===== config.mk =====
export PLATFORM = sky130hd
export DESIGN_NAME = npu_mac_seq
export DESIGN_NICKNAME = d
export VERILOG_FILES = /design/src/rtl/npu_pkg.sv /design/src/rtl/npu_seq_idx_cnt.sv /design/src/rtl/npu_mac_seq.sv
export SDC_FILE = /design/constraint.sdc
export NUM_CORES = 1
export LEC_CHECK = 0
export BUFFER_PORTS_ARGS = -buffer_cell sky130_fd_sc_hd__buf_4
export CAP_MARGIN = 20
export CORE_MARGIN = 3
export CORE_UTILIZATION = 46
export DETAILED_ROUTE_END_ITERATION = 8
export GPL_ROUTABILITY_DRIVEN = 1
export PLACE_DENSITY_LB_ADDON = 0.08
export SLEW_MARGIN = 20
export SYNTH_ARGS = -nofsm -noshare
export SYNTH_HDL_FRONTEND = slang
export SYNTH_HIERARCHICAL = 1
export SYNTH_SLANG_ARGS = --single-unit

===== constraint.sdc =====
create_clock -name clk -period 2 [get_ports clk]
set_clock_uncertainty 0.1 [all_clocks]
set_input_delay 0.2 -clock clk [delete_from_list [all_inputs] [get_ports clk]]
set_output_delay 0.2 -clock clk [all_outputs]
set_load 0.05 [all_outputs]

===== src/rtl/npu_pkg.sv =====
// npu_pkg: shared constants for the NPU MAC sequencer.
// State encoding, default data format and an address-width helper.
package npu_pkg;

    localparam int NPU_DATA_WIDTH = 8;
    localparam int NPU_FRAC_BITS  = 5;

    localparam logic [1:0] ST_IDLE  = 2'd0;
    localparam logic [1:0] ST_RUN   = 2'd1;
    localparam logic [1:0] ST_DRAIN = 2'd2;
    localparam logic [1:0] ST_DONE  = 2'd3;

    // Ceil log2 with a floor of 1 so single-entry spaces still get a bit.
    function automatic int npu_clog2(input int value);
        int w;
        w = 1;
        while ((1 << w) < value) w++;
        return w;
    endfunction

endpackage


===== src/rtl/npu_seq_idx_cnt.sv =====
// npu_seq_idx_cnt: nested (neuron, input) issue counter for the MAC sequencer.
// Provides first/last flags and the linear weight address n*NUM_IN+i.
module npu_seq_idx_cnt
    import npu_pkg::*;
#(
    parameter int NUM_IN   = 16,
    parameter int NUM_OUT  = 8,
    parameter int W_ADDR_W = npu_clog2(NUM_IN * NUM_OUT),
    parameter int A_ADDR_W = npu_clog2(NUM_IN),
    parameter int O_ADDR_W = npu_clog2(NUM_OUT)
) (
    input  logic                clk,
    input  logic                rst_n,
    input  logic                clr_i,
    input  logic                adv_i,
    output logic [A_ADDR_W-1:0] i_o,
    output logic [W_ADDR_W-1:0] w_addr_o,
    output logic                i_first_o,
    output logic                i_last_o,
    output logic                all_last_o
);

    logic [A_ADDR_W-1:0] i_q, i_d;
    logic [O_ADDR_W-1:0] n_q, n_d;
    logic [W_ADDR_W-1:0] w_q, w_d;
    logic                n_last;

    assign i_first_o  = (i_q == '0);
    assign i_last_o   = (i_q == A_ADDR_W'(NUM_IN - 1));
    assign n_last     = (n_q == O_ADDR_W'(NUM_OUT - 1));
    assign all_last_o = i_last_o & n_last;
    assign i_o        = i_q;
    assign w_addr_o   = w_q;

    // Weight address advances linearly, so no multiplier is needed.
    always_comb begin
        i_d = i_q;
        n_d = n_q;
        w_d = w_q;
        if (clr_i) begin
            i_d = '0;
            n_d = '0;
            w_d = '0;
        end else if (adv_i) begin
            w_d = all_last_o ? '0 : w_q + 1'b1;
            if (i_last_o) begin
                i_d = '0;
                n_d = n_last ? '0 : n_q + 1'b1;
            end else begin
                i_d = i_q + 1'b1;
            end
        end
    end

    always_ff @(posedge clk or negedge rst_n) begin
        if (!rst_n) begin
            i_q <= '0;
            n_q <= '0;
            w_q <= '0;
        end else begin
            i_q <= i_d;
            n_q <= n_d;
            w_q <= w_d;
        end
    end

endmodule


===== src/rtl/npu_mac_seq.sv =====
// npu_mac_seq: fully-connected layer sequencer driving one npu_mac instance.
// Define NPU_SEQ_RELU_EN to clamp negative results to zero on writeback.
module npu_mac_seq
    import npu_pkg::*;
#(
    parameter int DATA_WIDTH = NPU_DATA_WIDTH,
    parameter int NUM_IN     = 16,
    parameter int NUM_OUT    = 8,
    parameter int W_ADDR_W   = npu_clog2(NUM_IN * NUM_OUT),
    parameter int A_ADDR_W   = npu_clog2(NUM_IN),
    parameter int O_ADDR_W   = npu_clog2(NUM_OUT)
) (
    input  logic                  clk,
    input  logic                  rst,
    input  logic                  start,
    output logic                  busy,
    output logic                  done,
    output logic                  ovf_sticky,
    output logic                  w_rd_en,
    output logic [W_ADDR_W-1:0]   w_addr,
    output logic                  a_rd_en,
    output logic [A_ADDR_W-1:0]   a_addr,
    output logic                  mac_en,
    output logic                  mac_start_p,
    output logic                  mac_last_p,
    input  logic                  mac_valid,
    input  logic [DATA_WIDTH-1:0] mac_out,
    input  logic                  mac_overflow,
    output logic                  o_wr_en,
    output logic [O_ADDR_W-1:0]   o_addr,
    output logic [DATA_WIDTH-1:0] o_data
);

    logic [1:0]            state_q, state_d;
    logic                  issue, run_busy, accept, cap, last_wr;
    logic                  i_first, i_last, all_last;
    logic                  en_q, start_q, last_q, ovf_q, wr_q;
    logic [O_ADDR_W-1:0]   wr_cnt_q, addr_q;
    logic [DATA_WIDTH-1:0] data_q, wb_data;

    npu_seq_idx_cnt #(
        .NUM_IN   (NUM_IN),
        .NUM_OUT  (NUM_OUT),
        .W_ADDR_W (W_ADDR_W),
        .A_ADDR_W (A_ADDR_W),
        .O_ADDR_W (O_ADDR_W)
    ) u_cnt (
        .clk        (clk),
        .rst_n      (rst),
        .clr_i      (accept),
        .adv_i      (issue),
        .i_o        (a_addr),
        .w_addr_o   (w_addr),
        .i_first_o  (i_first),
        .i_last_o   (i_last),
        .all_last_o (all_last)
    );

    assign issue    = (state_q == ST_RUN);
    assign run_busy = issue | (state_q == ST_DRAIN);
    assign accept   = start & (state_q == ST_IDLE);
    assign cap      = mac_valid & run_busy;
    assign last_wr  = wr_q & (addr_q == O_ADDR_W'(NUM_OUT - 1));

`ifdef NPU_SEQ_RELU_EN
    assign wb_data = mac_out[DATA_WIDTH-1] ? '0 : mac_out;
`else
    assign wb_data = mac_out;
`endif

    always_comb begin
        state_d = state_q;
        unique case (state_q)
            ST_IDLE:  if (start) state_d = ST_RUN;
            ST_RUN:   if (all_last) state_d = ST_DRAIN;
            ST_DRAIN: if (last_wr) state_d = ST_DONE;
            ST_DONE:  state_d = ST_IDLE;
            default:  state_d = ST_IDLE;
        endcase
    end

    // Issue flags are delayed one cycle to line up with the RAM read data.
    always_ff @(posedge clk or negedge rst) begin
        if (!rst) begin
            state_q  <= ST_IDLE;
            en_q     <= 1'b0;
            start_q  <= 1'b0;
            last_q   <= 1'b0;
            wr_q     <= 1'b0;
            data_q   <= '0;
            addr_q   <= '0;
            wr_cnt_q <= '0;
            ovf_q    <= 1'b0;
        end else begin
            state_q <= state_d;
            en_q    <= issue;
            start_q <= issue & i_first;
            last_q  <= issue & i_last;
            wr_q    <= cap;
            if (cap) begin
                data_q <= wb_data;
                addr_q <= wr_cnt_q;
            end
            if (accept)
                wr_cnt_q <= '0;
            else if (cap)
                wr_cnt_q <= wr_cnt_q + 1'b1;
            if (accept)
                ovf_q <= 1'b0;
            else if (run_busy & mac_overflow)
                ovf_q <= 1'b1;
        end
    end

    assign busy        = run_busy;
    assign done        = (state_q == ST_DONE);
    assign ovf_sticky  = ovf_q;
    assign w_rd_en     = issue;
    assign a_rd_en     = issue;
    assign mac_en      = en_q;
    assign mac_start_p = start_q;
    assign mac_last_p  = last_q;
    assign o_wr_en     = wr_q;
    assign o_addr      = addr_q;
    assign o_data      = data_q;

endmodule

# Word-level counts from Yosys, hierarchy flattened

Index checks and enable logic that the tools add are counted.

Register bits: 35
Input bits: 13
Output and inout port bits: 31
Word-level logic and storage cells: 59

$add $sub $neg: 4
Equal/unequal tests: 9
Multiplexer cells: 18
Bitwise logic cells: 8
Reduce and logical (&&, ||, !) cells: 8

Operators by type and width:

| cell                                                                    | number |
|---|---|
| 7-bit 2-to-1 mux                                                        | 3 |
| 3-bit 2-to-1 mux                                                        | 6 |
| 4-bit 2-to-1 mux                                                        | 3 |
| 2-bit case mux with 4 select lines                                      | 1 |
| 2-bit nonzero test                                                      | 4 |
| 7-bit by 1-bit adder with 7-bit output, second input constant           | 1 |
| 1-bit bitwise AND                                                       | 7 |
| 3-bit by 1-bit adder with 3-bit output, second input constant           | 2 |
| 3-bit == test, second input constant                                    | 2 |
| 2-bit 2-to-1 mux                                                        | 3 |
| 4-bit by 1-bit adder with 4-bit output, second input constant           | 1 |
| 2-bit == test, second input constant                                    | 2 |
| 4-bit == test, second input constant                                    | 1 |
| 4-bit logical NOT                                                       | 1 |
| 2-bit inequality test, second input constant                            | 2 |
| 3-bit AND reduction                                                     | 1 |
| 2-bit by 1-bit == test with 1-bit output, second input constant         | 1 |
| 2-bit logical NOT                                                       | 1 |
| 1-bit 2-to-1 mux                                                        | 2 |
| 2-bit by 1-bit inequality test with 1-bit output, second input constant | 1 |
| 2-bit AND reduction                                                     | 1 |
| 1-bit OR                                                                | 1 |

# Longest topological paths before layout

Depth in word-level cells: 5
Depth in mapped cells: 7
Mapped depth without buffers: 7

# Hierarchy

The synthesis kept the hierarchy.

Modules (own cells, without submodules):

| module          | times used | cells an instance | area an instance (um2) |
|---|---|---|---|
| npu_mac_seq     | 1          | 66                | 884.6 |
| npu_seq_idx_cnt | 1          | 76                | 769.5 |

# Least setup slack after synthesis

Ideal clock, no wire load.

Path type: register to register
Start: register u_cnt.i_q[0] (netlist: u_cnt/i_o[0])
End: register state_q[1]
Setup time: 0.128 ns
Arrival time: 1.985 ns
Required time: 1.772 ns
Path slack: -0.213 ns
Cell stages (with the launch flop): 7
Path through: dfrtp_1 -> ha_1 -> nand4_2 -> inv_1 -> inv_1 -> a222oi_1 -> mux2_1

Cells in the longest elaborated chain, start to end: 4

Ends and longest elaborated chain:

| what                                                       | line                  | RTL |
|---|---|---|
| from (decl)                                                | npu_seq_idx_cnt.sv:23 | `logic [A_ADDR_W-1:0] i_q, i_d;` |
| from (signal assigned)                                     | npu_seq_idx_cnt.sv:61 | `i_q <= i_d;` |
| 4-bit == test                                              | npu_seq_idx_cnt.sv:29 | `assign i_last_o = (i_q == A_ADDR_W'(NUM_IN - 1));` |
| 1-bit bitwise AND                                          | npu_seq_idx_cnt.sv:31 | `assign all_last_o = i_last_o & n_last;` |
| net all_last                                               | npu_mac_seq.sv:36     | `logic i_first, i_last, all_last;` |
| 2-bit by 1-bit inequality test with 1-bit output (no line) | n/a                   |  |
| 3-bit AND reduction (no line)                              | n/a                   |  |
| to (signal assigned)                                       | npu_mac_seq.sv:95     | `state_q <= state_d;` |
| to (decl)                                                  | npu_mac_seq.sv:34     | `logic [1:0] state_q, state_d;` |

The timed path passes the listed nets, and every way through them passes these cells.
A chain may end at the register's enable or synchronous reset.

# Worst setup path after layout

Start: register u_cnt.n_q[0]
End: register state_q[1]

Cells in the longest elaborated chain, start to end: 4

Ends and longest elaborated chain:

| what                                                       | line                  | RTL |
|---|---|---|
| from (decl)                                                | npu_seq_idx_cnt.sv:24 | `logic [O_ADDR_W-1:0] n_q, n_d;` |
| from (signal assigned)                                     | npu_seq_idx_cnt.sv:62 | `n_q <= n_d;` |
| 3-bit == test                                              | npu_seq_idx_cnt.sv:30 | `assign n_last = (n_q == O_ADDR_W'(NUM_OUT - 1));` |
| 1-bit bitwise AND                                          | npu_seq_idx_cnt.sv:31 |  |
| net all_last                                               | npu_mac_seq.sv:36     |  |
| 2-bit by 1-bit inequality test with 1-bit output (no line) | n/a                   |  |
| 3-bit AND reduction (no line)                              | n/a                   |  |

The timed path passes the listed nets, and every way through them passes these cells.

==> impl_metrics.ini <==
[outcome]
status = finished, final reports clean

[sta]
hold_ws_ns = 0.0426
relSlewSlack_pct = 71.2
final.setup.worst_slack_ns = 0.0927
fmax_mhz = 524
min_period_ns = 1.91
finalSetupViolCount = 0
fin_crit_sh_pct = 95.4
slew_violations = 0
rsz0062_at_grt = yes
hold_viol = 0
setup_tns_ns = 0
worst_slew_pin_slew_ns = 0.433

[synthesis]
synth.most_common_cell = dfrtp_1
synth-seq-cells = 35
synth_ff_type = dfrtp_1
synthTopCellsByArea = dfrtp_1 (53%), ha_1 (8.3%), mux2_2 (7.5%)
synth_cell_types = 35
synthArstFlopShare_pct = 100
synth_top_area_cell = dfrtp_1
synth-edff-count = 0
synth_warnings = 6
seq_area_frac_synth_pct = 53.0
synth_area_um2 = 1650
syn_nets = 166
syn_avg_cell_area_um2 = 11.6
ys_top_cells_by_count = dfrtp_1 (35), ha_1 (11), mux2_2 (11), nor2_1 (11), inv_1 (10)
netlist.area_leader.share_pct = 53.0
synth_cells = 142

[placement]
dpl.hpwl_mm = 2.38
dp_cells = 233
place.gp.congestion = 0.814
place_ws_ns = 0.0238
port_buffers = 43

[cts]
path_clk_slew_ns = 0.10
htree_levels = 2
cts_tree = built
cts_max_path_buffers = 2
cts_buffers = 5
ctsRootBufferMaster = clkbuf_4
clk_latency_ns = 0.33
cts_sinks = 35

[grt]
antenna_found_initial = 0
grt_usage_pct = 17.0
gr-total-overflow = 0
grt_max_degree = 36
grt_pass1_wl_mm = 5.55
grt_pass1_vias = 1311

[drt]
routed_wirelength_mm = 3.25
ant_nets = 0
initialDrtViolationCount = 46
drt-pass1-iter-count = 4
drc_errors = 0
vias_per_cell = 5.07
vias = 1273
wl_per_cell_um = 12.9

[worst_setup_path]
critPathCaptureType = register
slowest_stage = dfrtp_1
cp_slowest_stage_delay_ns = 0.37
start_kind = register
path_cells = ha_1 > ha_2 > nand4_2 > inv_1 > inv_1 > a222oi_1 > mux2_1
cpMostUsedCell = inv_1
crit_arrival_ns = 2.03
critPathTopFamily = flip-flops
critPathBufInv = 2
worstPathRequired_ns = 2.12
crit_type = reg2reg
worstPathMaxFanout = 4

[job]
maxCapViolCount = 0

[min_path]
min_path_type = in2reg

[floorplanning]
rows = 21
die_area_um2 = 4350
start_util_pct = 48.8
io_pins = 44
fp.dieH_um = 66.0
chipWidth_um = 66.0
core_area_um2 = 3390

[power_and_ir_drop]
p_comb_share_pct = 58.7
cellLeakagePower_nw = 1.12
peakVddDrop_mv = 1.09
powerDensity_nw_per_um2 = 1670
switching_share_pct = 48.7
p_switching_w = 0.00183
internal_power_w = 0.00192
seq_power_share_pct = 31.3
clkPwrFrac_pct = 10.0

[layout]
fin_util_pct = 66.3
drive_above_1_share_pct = 39.5
fin_nets = 229
diodes = 0
finalNonFillerCells = 251
synthToLayoutAreaGrowth_pct = 35.8
cell usage in the layout (no fill, tap or decap), types with 2 or more instances in the layout:
cell type      count
nor2_1            11
a21oi_1            8
nand2_1            8
xor2_1             6
o2111ai_1          2
nand2b_1           2
dlygate4sd3_1     10
nand4_1            3
dfrtp_2            3
nand3_1            3
ha_1               7
and2_1             2
or3_1              2
dfrtp_1           32
ha_2               3
inv_1             10
o21ai_0            2
mux2_2            11
nand3b_1           2
xnor2_1            2
buf_4             51
clkbuf_4           5
final timing paths:
kind | from | end | slack (ns) | depth (start not counted)
worst max register to register | u_cnt/n_q[0]$_DFFE_PN0P_ | state_q[1]$_DFFE_PN0P_ | 0.09 | 7
max in group asynchronous | rst | u_cnt/i_o[0]$_DFFE_PN0P_ | 1.24 | 2
worst max-delay path | u_cnt/n_q[0]$_DFFE_PN0P_ | state_q[1]$_DFFE_PN0P_ | 0.09 | 7
worst min-delay path | mac_valid | wr_cnt_q[1]$_DFFE_PN0P_ | 0.04 | 3
min in group asynchronous | rst | u_cnt/i_o[1]$_DFFE_PN0P_ | 0.25 | 2
worst min register to register | o_data[0]$_DFFE_PN0P_ | o_data[0]$_DFFE_PN0P_ | 0.41 | 1
flip-flops by register name (all words and copies together) (netlist names):
| register | count |
|---|---|
| mac_last_p | 1 |
| ovf_sticky | 1 |
| o_addr | 3 |
| u_cnt/w_addr_o | 7 |
| mac_en | 1 |
| u_cnt/n_q | 3 |
| state_q | 2 |
| mac_start_p | 1 |
| u_cnt/i_o | 4 |
| o_wr_en | 1 |
| o_data | 8 |
| wr_cnt_q | 3 |
worst min-delay path: stages:
cell     delay [ns]
buf_4          0.12
nand3_1        0.07
a21oi_1        0.05
logic make-up (layout without fill, tap and decap cells):
group	count (synthesis)	in the layout	synth area share (%)
buf+inv	15	78	4.09
flops	35	35	53.0
fa+ha+maj	11	11	8.32
mux	13	13	8.77
compound gates	19	19	8.25
xor+xnor	8	8	4.24
simple gates	41	41	13.4
final cells by class:
| class | count | area, µm² |
|---|---|---|
| fillers | 279 | 1140 |
| inverters | 10 | 37.5 |
| clock buffers | 6 | 51.3 |
| repair buffers | 61 | 483 |
| multi-input cells | 92 | 732 |
| well taps | 46 | 57.6 |
| clock inverters | 1 | 5.00 |
| flip-flops and latches | 35 | 880 |
power groups by stage:
stage / combinational, W / clock [W] / sequential [W]
after floorplan: 0.000917 / 0 / 0.00183
after global placement: 0.00214 / 0 / 0.00117
after detailed placement: 0.00218 / 0 / 0.00119
after CTS: 0.00220 / 0.000392 / 0.00118
after global routing: 0.00234 / 0.000431 / 0.00121
final: 0.00220 / 0.000376 / 0.00117
repair_timing:
action	CTS	global route
buffers inserted	0	1
endpoints found under the setup margin	0	2
gates resized for setup	0	2
hold endpoints to repair	43	1
hold buffers	9	1
metal layers:
layer / vias up / routed length, µm / track usage, %
met4: 0 / 47 / 8.12
met1: 620 / 1330 / 18.3
li1: 620 / - / -
met3: 5 / 178 / 5.10
met5: - / 0 / 0
met2: 28 / 1690 / 30.2
metrics by stage:
step	total power (W)	cell area [µm²]
after floorplan	0.00274	1680
final	0.00374	2250
after CTS	0.00377	2220
after global placement	0.00331	2080
after global routing	0.00398	2250
after detailed placement	0.00337	2080
No activity file was read; power rests on OpenSTA's default activity.
